--- src/rtl/tt_um_emern_scene_regfile_pkg.sv ---
// Shared constants, opcodes and FSM encoding for the scene register file.
package tt_um_emern_scene_regfile_pkg;

   localparam int unsigned N_POLY   = 6;
   localparam int unsigned WPX      = 10;
   localparam int unsigned WPY      = 9;
   localparam int unsigned WCOLOR   = 6;
   localparam int unsigned LOAD_LEN = 13;
   localparam int unsigned CNT_W    = 4;
   localparam int unsigned IDX_W    = 3;

   localparam logic [2:0] OP_NOP    = 3'd0;
   localparam logic [2:0] OP_LOAD   = 3'd1;
   localparam logic [2:0] OP_SET_BG = 3'd2;
   localparam logic [2:0] OP_SET_EN = 3'd3;
   localparam logic [2:0] OP_COMMIT = 3'd4;

   typedef enum logic [2:0] {
      ST_IDLE      = 3'd0,
      ST_LOAD_PL   = 3'd1,
      ST_BG_PL     = 3'd2,
      ST_EN_PL     = 3'd3,
      ST_WAIT_SWAP = 3'd4
   } state_t;

   // True when a header slot index addresses an existing polygon slot.
   function automatic logic slot_ok(input logic [IDX_W-1:0] idx);
      return 32'(idx) < N_POLY;
   endfunction

endpackage

--- src/rtl/tt_um_emern_poly_slot.sv ---
// One polygon slot: shadow copy written field by field, active copy updated on swap.
module tt_um_emern_poly_slot
   import tt_um_emern_scene_regfile_pkg::*;
(
   input  logic              clk,
   input  logic              rst,
   input  logic              wr_en,
   input  logic [CNT_W-1:0]  field_sel,
   input  logic [7:0]        wr_data,
   input  logic              swap,
   output logic [WCOLOR-1:0] color,
   output logic [WPX-1:0]    v0_x,
   output logic [WPY-1:0]    v0_y,
   output logic [WPX-1:0]    v1_x,
   output logic [WPY-1:0]    v1_y,
   output logic [WPX-1:0]    v2_x,
   output logic [WPY-1:0]    v2_y
);

   logic [WCOLOR-1:0] sh_color;
   logic [WPX-1:0]    sh_x [3];
   logic [WPY-1:0]    sh_y [3];
   logic [WCOLOR-1:0] act_color;
   logic [WPX-1:0]    act_x [3];
   logic [WPY-1:0]    act_y [3];

   // Field 1..12 maps to vertex (f-1)/4, sub-field x_lo, x_hi, y_lo, y_hi.
   logic [CNT_W-1:0] f_m1;
   logic [1:0]       vtx;
   logic [1:0]       sub;

   assign f_m1 = field_sel - 4'd1;
   assign vtx  = f_m1[3:2];
   assign sub  = f_m1[1:0];

   // Shadow writes from the payload stream and shadow-to-active copy on swap.
   always_ff @(posedge clk or posedge rst) begin
      if (rst) begin
         sh_color  <= '0;
         act_color <= '0;
         for (int k = 0; k < 3; k++) begin
            sh_x[k]  <= '0;
            sh_y[k]  <= '0;
            act_x[k] <= '0;
            act_y[k] <= '0;
         end
      end else begin
         if (wr_en) begin
            if (field_sel == 4'd0) begin
               sh_color <= wr_data[WCOLOR-1:0];
            end else if (vtx != 2'd3) begin
               case (sub)
                  2'd0:    sh_x[vtx][7:0]     <= wr_data;
                  2'd1:    sh_x[vtx][WPX-1:8] <= wr_data[WPX-9:0];
                  2'd2:    sh_y[vtx][7:0]     <= wr_data;
                  default: sh_y[vtx][WPY-1:8] <= wr_data[WPY-9:0];
               endcase
            end
         end
         if (swap) begin
            act_color <= sh_color;
            for (int k = 0; k < 3; k++) begin
               act_x[k] <= sh_x[k];
               act_y[k] <= sh_y[k];
            end
         end
      end
   end

   assign color = act_color;
   assign v0_x  = act_x[0];
   assign v0_y  = act_y[0];
   assign v1_x  = act_x[1];
   assign v1_y  = act_y[1];
   assign v2_x  = act_x[2];
   assign v2_y  = act_y[2];

endmodule

--- src/rtl/tt_um_emern_scene_regfile.sv ---
// Scene register file: byte command deserialiser with double-buffered polygon state.
module tt_um_emern_scene_regfile
   import tt_um_emern_scene_regfile_pkg::*;
(
   input  logic                     clk,
   input  logic                     rst,
   input  logic [7:0]               in_data,
   input  logic                     in_valid,
   output logic                     in_ready,
   input  logic                     frame_start,
   output logic [N_POLY-1:0]        cmp_en,
   output logic [WCOLOR-1:0]        background_color,
   output logic [WCOLOR*N_POLY-1:0] poly_color,
   output logic [WPX*N_POLY-1:0]    v0_x,
   output logic [WPX*N_POLY-1:0]    v1_x,
   output logic [WPX*N_POLY-1:0]    v2_x,
   output logic [WPY*N_POLY-1:0]    v0_y,
   output logic [WPY*N_POLY-1:0]    v1_y,
   output logic [WPY*N_POLY-1:0]    v2_y,
   output logic                     commit_pending,
   output logic                     cmd_err
);

   state_t            state;
   logic [CNT_W-1:0]  cnt;
   logic [IDX_W-1:0]  idx;
   logic              bad_idx;
   logic [WCOLOR-1:0] sh_bg;
   logic [N_POLY-1:0] sh_en;

   logic              accept;
   logic              swap;
   logic [2:0]        hdr_op;
   logic [IDX_W-1:0]  hdr_idx;

   assign accept  = in_valid & in_ready;
   assign swap    = (state == ST_WAIT_SWAP) & frame_start;
   assign hdr_op  = in_data[7:5];
   assign hdr_idx = in_data[2:0];

   // Command FSM, payload counter, background/enable shadow and active registers.
   always_ff @(posedge clk or posedge rst) begin
      if (rst) begin
         state            <= ST_IDLE;
         cnt              <= '0;
         idx              <= '0;
         bad_idx          <= 1'b0;
         sh_bg            <= '0;
         sh_en            <= '0;
         background_color <= '0;
         cmp_en           <= '0;
         in_ready         <= 1'b1;
         commit_pending   <= 1'b0;
         cmd_err          <= 1'b0;
      end else begin
         case (state)
            ST_IDLE: begin
               if (accept) begin
                  case (hdr_op)
                     OP_NOP: ;
                     OP_LOAD: begin
                        state   <= ST_LOAD_PL;
                        cnt     <= '0;
                        idx     <= hdr_idx;
                        bad_idx <= ~slot_ok(hdr_idx);
                        if (!slot_ok(hdr_idx)) cmd_err <= 1'b1;
                     end
                     OP_SET_BG: state <= ST_BG_PL;
                     OP_SET_EN: state <= ST_EN_PL;
                     OP_COMMIT: begin
                        state          <= ST_WAIT_SWAP;
                        in_ready       <= 1'b0;
                        commit_pending <= 1'b1;
                     end
                     default: cmd_err <= 1'b1;
                  endcase
               end
            end
            ST_LOAD_PL: begin
               if (accept) begin
                  if (cnt == CNT_W'(LOAD_LEN - 1)) begin
                     state <= ST_IDLE;
                  end else begin
                     cnt <= cnt + 4'd1;
                  end
               end
            end
            ST_BG_PL: begin
               if (accept) begin
                  sh_bg <= in_data[WCOLOR-1:0];
                  state <= ST_IDLE;
               end
            end
            ST_EN_PL: begin
               if (accept) begin
                  sh_en <= in_data[N_POLY-1:0];
                  state <= ST_IDLE;
               end
            end
            ST_WAIT_SWAP: begin
               if (frame_start) begin
                  background_color <= sh_bg;
                  cmp_en           <= sh_en;
                  commit_pending   <= 1'b0;
                  in_ready         <= 1'b1;
                  state            <= ST_IDLE;
               end
            end
            default: begin
               state    <= ST_IDLE;
               in_ready <= 1'b1;
            end
         endcase
      end
   end

   // Polygon slots; each is written only when its index owns the current LOAD.
   for (genvar g = 0; g < int'(N_POLY); g++) begin : g_slot
      logic wr_en;
      assign wr_en = (state == ST_LOAD_PL) & accept & ~bad_idx & (idx == IDX_W'(g));

      tt_um_emern_poly_slot u_slot (
         .clk       (clk),
         .rst       (rst),
         .wr_en     (wr_en),
         .field_sel (cnt),
         .wr_data   (in_data),
         .swap      (swap),
         .color     (poly_color[g*WCOLOR +: WCOLOR]),
         .v0_x      (v0_x[g*WPX +: WPX]),
         .v0_y      (v0_y[g*WPY +: WPY]),
         .v1_x      (v1_x[g*WPX +: WPX]),
         .v1_y      (v1_y[g*WPY +: WPY]),
         .v2_x      (v2_x[g*WPX +: WPX]),
         .v2_y      (v2_y[g*WPY +: WPY])
      );
   end

endmodule

--- config.mk ---
export PLATFORM = sky130hd
export DESIGN_NAME = tt_um_emern_scene_regfile
export DESIGN_NICKNAME = d
export VERILOG_FILES = /design/src/rtl/tt_um_emern_scene_regfile_pkg.sv /design/src/rtl/tt_um_emern_poly_slot.sv /design/src/rtl/tt_um_emern_scene_regfile.sv
export SDC_FILE = /design/constraint.sdc
export NUM_CORES = 2
export LEC_CHECK = 0
export BUFFER_PORTS_ARGS = -buffer_cell sky130_fd_sc_hd__buf_2
export CORE_MARGIN = 4
export CORE_UTILIZATION = 45
export DETAILED_ROUTE_END_ITERATION = 6
export GPL_TIMING_DRIVEN = 0
export RECOVER_POWER = 100
export SYNTH_ARGS = -nofsm -noshare
export SYNTH_HDL_FRONTEND = slang
export SYNTH_SLANG_ARGS = --single-unit
--- constraint.sdc ---
create_clock -name clk -period 38.7 [get_ports clk]
set_input_delay 0 -clock clk [delete_from_list [all_inputs] [get_ports clk]]
set_output_delay 0 -clock clk [all_outputs]
set_load 0.01 [all_outputs]
Word level (Yosys, flattened, before mapping)
Index checks and enable logic that the tools add are counted.

Eq/ne operators: 27. Shift operators: 0. Reduce and logical (&&, ||, !) cells: 40. Order comparisons: 3. Div/mod/pow operators: 0. Multipliers: 0. Add/sub/neg operators: 2. Multiplexer cells: 66. Bitwise gates (word level): 17.

Operators with widths (count): bitwise mux 30 bit (12); one-hot mux 30 bit (2 select lines) (6); bitwise mux 27 bit (12); one-hot mux 27 bit (2 select lines) (6); AND reduction 4 bit (15); demux 10 bit (select 2 bit) (2); demux 9 bit (select 2 bit) (2); one-hot mux 3 bit (4 select lines) (2); equality test 3 x 2 -> 1 bit, second input constant (6); AND reduction 2 bit (9); two-way mux 4 bit (4); two-way mux 8 bit (2); two-way mux 3 bit (5); inequality test 2 bit, second input constant (7); equality test 3 bit, second input constant (4); AND 1 bit (10); two-way mux 10 bit (1); equality test 3 x 1 -> 1 bit, second input constant (3); zero test 3 bit (3); two-way mux 9 bit (1); one-hot mux 4 bit (2 select lines) (1); two-way mux 1 bit (7); inequality test 2 x 1 -> 1 bit, second input constant (3); NOT 1 bit (6); other kinds (22) (26).

Bits in registers: 794. Bits in writable memories: 0. Bits in read-only memories: 0. Input port bits: 12. Output and inout bits: 393. Memories kept: 0. Word-level logic and storage cells: 250. Bits in latches: 0.

Depth between registers and ports, before layout
Depth after elaboration: 8. Depth in mapped cells: 10. Mapped depth without buffers: 6.

Modules after synthesis
A second synthesis with hierarchy kept.

Cells, all modules: 1942. Area, all modules: 31287.5 um^2.

By module, submodules not included: tt_um_emern_poly_slot at g_slot[0].u_slot ... (area an instance 4914.7 um^2, seq. area each 3153.0 um^2, instances 4, cells an instance 300); tt_um_emern_poly_slot at g_slot[1].u_slot ... (area an instance 4917.2 um^2, seq. area each 3153.0 um^2, instances 2, cells an instance 300); tt_um_emern_scene_regfile (area an instance 1794.2 um^2, seq. area each 952.2 um^2, instances 1, cells an instance 142).

Worst setup path after synthesis
No wires, ideal clock.

Path kind: register to register. Start: reg cnt[0]. End: reg g_slot[0].u_slot.sh_y[0] in the netlist's numbering. Period minus slack after synthesis: 2718 ps. Data arrival time: 2594 ps. Setup time: 125 ps. Buffers on the path: 2. Cell stages (with the launch flop): 9. Setup slack: 35982 ps. Required time: 38575 ps. Path through: dfrtp_1 buf_2 inv_1 ha_1 clkbuf_1 or3b_2 a21o_1 a2111oi_4 mux2_2.

Cells in the longest elaborated chain, start to end: 8. Elaborated cells between the ends (all ways): 20. Classes of those cells: 1 x add/sub; 2 x order compare; 3 x eq/ne; 6 x mux; 3 x bitwise; 5 x reduce/logical.

Ends and longest elaborated chain: start: declaration (line tt_um_emern_scene_regfile.sv:25) `logic [CNT_W-1:0] cnt;`; start signal: assignment (line tt_um_emern_scene_regfile.sv:84) `cnt <= cnt + 4'd1;`; subtractor 4 x 1 -> 4 bit (line tt_um_emern_poly_slot.sv:32) `assign f_m1 = field_sel - 4'd1;`; NOT 2 -> 3 bit (implied by the code) (line tt_um_emern_poly_slot.sv:55, tt_um_emern_poly_slot.sv:56); greater-or-equal comparator 3 bit (implied by the code) or less-than comparator 3 x 1 -> 1 bit (tied branches) (line tt_um_emern_poly_slot.sv:55) `2'd2: sh_y[vtx][7:0] <= wr_data;`; logical AND 1 bit (implied by the code) (line tt_um_emern_poly_slot.sv:55); two-way mux 8 bit (implied by the code) (line tt_um_emern_poly_slot.sv:55); demux 9 bit (select 2 bit) (line tt_um_emern_poly_slot.sv:55); bitwise mux 27 bit (line tt_um_emern_poly_slot.sv:55); one-hot mux 27 bit (2 select lines) (line tt_um_emern_poly_slot.sv:52) `case (sub)`; end signal: indexed assignment (line tt_um_emern_poly_slot.sv:55); end signal: indexed assignment (line tt_um_emern_poly_slot.sv:56) `default: sh_y[vtx][WPY-1:8] <= wr_data[WPY-9:0];`; end: declaration (line tt_um_emern_poly_slot.sv:22) `logic [WPY-1:0] sh_y [3];`.

Parallel ways exist; a longest one is shown, timed or not. A chain may end at the register's enable or synchronous reset.

==> metrics <==
Max Slew Vio Count ~800; unrepaired setup endpoints after global routing no; Gates resized, CTS repair 0; die width 270 µm; min cycle time layout 13.37 ns; Fin. Hold Viols 0; later-pin clock latency in the skew report 0.61 ns; synthesized instance count 1912; die height between 200 and 300 µm; die footprint 72900 µm²; hold path depth 4; synthesized flop and latch total 794; Bufs on Longest Clock Path 3; failing checks capacitance limit, slew limit; Core ar. 67600 µm²; period utilisation layout 34.5%; Reg clk slew, reported paths 0.06 ns; Routed Antenna Nets 0; synth warn 0; Root Buffer clkbuf_16; Buffers on Ports 401; final non-filler cell total 3353; CP cell instances dlygate4sd3_1, buf_2, clkinvlp_2, clkbuf_1, clkbuf_1; Critical Path AT 12.54 ns; MaxCap Viol Count 23; H-tree depth 3; # placed instances 3192; Worst setup SP type input pin; Post-synth EDFFs 0; Worst Setup End Kind async pin; routed len/inst 25.0 µm; Clock Sinks 794; Hold Crit Class input pin to flip-flop; PwrDens 50.2 nW/µm²; R2R cell count 8; first-pass GRT wire length 126 mm; gpl congestion 0.835; syn nets around 1900; post-layout util between 50 and 60%; Leakage 17.7 nW; IO Pins 405; Post-synth top flop dfrtp_1; cell row count 95; critical path's largest stage delay 4.71 ns; via count roughly 18000; CTS buffer count 84; total wire length 83.9 mm; Final setup violation count 0; Pre-antenna DRT Iters 5; status finished with violations; CP Max Fanout 120; Crit-path slowest cell clkbuf_1; layout cell share with drive strength beyond 1 between 30% and 40%; cell repeated most along the worst path clkbuf_1; Slew headroom -350%; CP required about 38 ns; Total GRT Usage ~23%; Max VDD drop 0.0326 mV; Crit Path Class input pin to async pin; largest net degree at the start of global routing 140; ys async rst share 100%; detailed placement HPWL a little under 60 mm; vias in the first global route 19200; Max Clock Skew ~0.014 ns; sequential fraction of the synthesis area between 60% and 70%; P&R area growth vs syn 16.5%; CTS tree yes; Initial Util 45.7%; worst-margin pin slew ~6.8 ns; nets between 2000 and 2500; Netlist cell types 68; GRT Residual Overflow 0; Post-route DRC 0; Max Fclk 0.0748 GHz; vias per cell 5.35; Final TNS setup 0 ns; Avg Inst Size Synth 16.2 µm²; initial antenna violation count 8; initial drt markers 1100; synthesized area 30900 µm²
-- kinds of logic (layout without fill, tap and decap cells) --
group | after synthesis | after routing | synth area share, %
multiplexers | 783 | 783 | 28.5
buffers and inverters | 131 | 697 | 1.79
XOR/XNOR | 1 | 1 | 0.0283
AO/OA/AOI/OAI | 63 | 63 | 2.08
flip-flops | 794 | 794 | 64.3
adder cells (fa/ha/maj) | 3 | 3 | 0.121
AND/OR/NAND/NOR | 137 | 137 | 3.18
other | 0 | 2 | 0
-- placed cells by master, fill, tap and decap left out, types with 13 or more instances in the layout --
| cell | count |
|---|---|
| mux2_1 | 45 |
| nor2_1 | 16 |
| dfrtp_1 | 793 |
| nor3_1 | 14 |
| nand3_1 | 21 |
| clkbuf_16 | 87 |
| clkbuf_8 | 18 |
| mux2_2 | 738 |
| clkbuf_1 | 541 |
| nor4_1 | 13 |
-- metrics by stage --
stage	hold WS, ns	power, mW	cell area, µm²	setup slack, ns
after floorplan	0.142	1.02	30900	16.41
after global placement	0.296	1.06	34000	8.95
after detailed placement	0.199	1.06	34200	34.92
after CTS	0.0455	1.86	37000	34.89
after global routing	0.113	1.89	36000	22.28
final	0.0845	1.81	36000	25.33
-- registers in the layout, summed over array words and instances, names as in the netlist, 3 cells and up --
| register | count |
|---|---|
| g_slot.u_slot.sh_color | 36 |
| g_slot.u_slot.color | 36 |
| sh_en | 6 |
| background_color | 6 |
| cnt | 4 |
| g_slot.u_slot.sh_y | 162 |
| g_slot.u_slot.v0_y | 54 |
| g_slot.u_slot.v2_y | 54 |
| state | 3 |
| g_slot.u_slot.v1_x | 60 |
| g_slot.u_slot.v1_y | 54 |
| g_slot.u_slot.sh_x | 180 |
| g_slot.u_slot.v0_x | 60 |
| sh_bg | 6 |
| g_slot.u_slot.v2_x | 60 |
| idx | 3 |
| cmp_en | 6 |
-- power by group --
part           switching (mW)  internal [mW]
clock network           0.320          0.467
logic                   0.102         0.0452
registers              0.0153          0.859
total                   0.438           1.37
-- timing repair --
| action | 4_1_cts | 5_1_grt |
|---|---|---|
| hold endpoints to repair | 126 | 0 |
| hold buffers | 10 | 0 |
| buffers inserted | 0 | 0 |
-- critical path: cells and delay by family --
family                 cells  cell delay [ns]
buffers and inverters      5            12.33
-- final timing paths --
check	startpoint	to	slack, ns
setup / recovery	rst	g_slot[1].u_slot.sh_x[9]	25.33
hold / removal	in_data[6]	bad_idx	0.08
setup reg to reg	cnt[0]	g_slot[0].u_slot.sh_y[2]	32.83
hold reg to reg	g_slot[1].u_slot.sh_x[4]	g_slot[1].u_slot.sh_x[4]	0.48
max in group clk	cnt[0]	g_slot[0].u_slot.sh_y[2]	32.83
min in group asynchronous	rst	g_slot[3].u_slot.v0_x[7]	1.38
-- layout make-up --
class	instances	area [µm²]
Multi-Input combinational cell	987	10200
Inverter	7	27.5
Antenna cell	2	5.00
Clock buffer	131	2520
Sequential cell	794	19900
Clock inverter	18	179
Timing Repair Buffer	417	1660
Buffer	124	480
Tap cell	873	1090
Fill cell	5830	31600
-- Yosys cell counts, types with 4 or more instances --
| master | count | area share [%] |
|---|---|---|
| dfrtp_1 | 793 | 64 |
| mux2_2 | 781 | 28 |
| clkbuf_1 | 95 | 1.2 |
| buf_2 | 21 | 0.34 |
| nand3_1 | 21 | 0.34 |
| nor2_1 | 16 | 0.19 |
| nand2_1 | 11 | 0.13 |
| nand4_1 | 11 | 0.22 |
| nor3_1 | 10 | 0.16 |
| inv_1 | 7 | 0.085 |
| nor4_1 | 7 | 0.14 |
| nor4_4 | 6 | 0.41 |
| o211ai_1 | 6 | 0.15 |
| or3_1 | 6 | 0.12 |
| a2111oi_4 | 5 | 0.45 |
| a21oi_1 | 5 | 0.081 |
| nor3b_1 | 5 | 0.12 |
| o2111ai_1 | 5 | 0.14 |
| buf_6 | 4 | 0.15 |
| nand2b_1 | 4 | 0.081 |
| nor3_4 | 4 | 0.21 |
| o21ai_0 | 4 | 0.065 |
| o31ai_1 | 4 | 0.097 |
-- per-layer routing --
metal	GRT usage, %	up-vias	wire (µm)
met3	5.45	131	5070
met2	38.3	385	41100
li1	-	7886	-
met1	29.7	9544	35300
met5	0	-	26
met4	7.30	4	2480
Power figures use the tool's default switching activity.
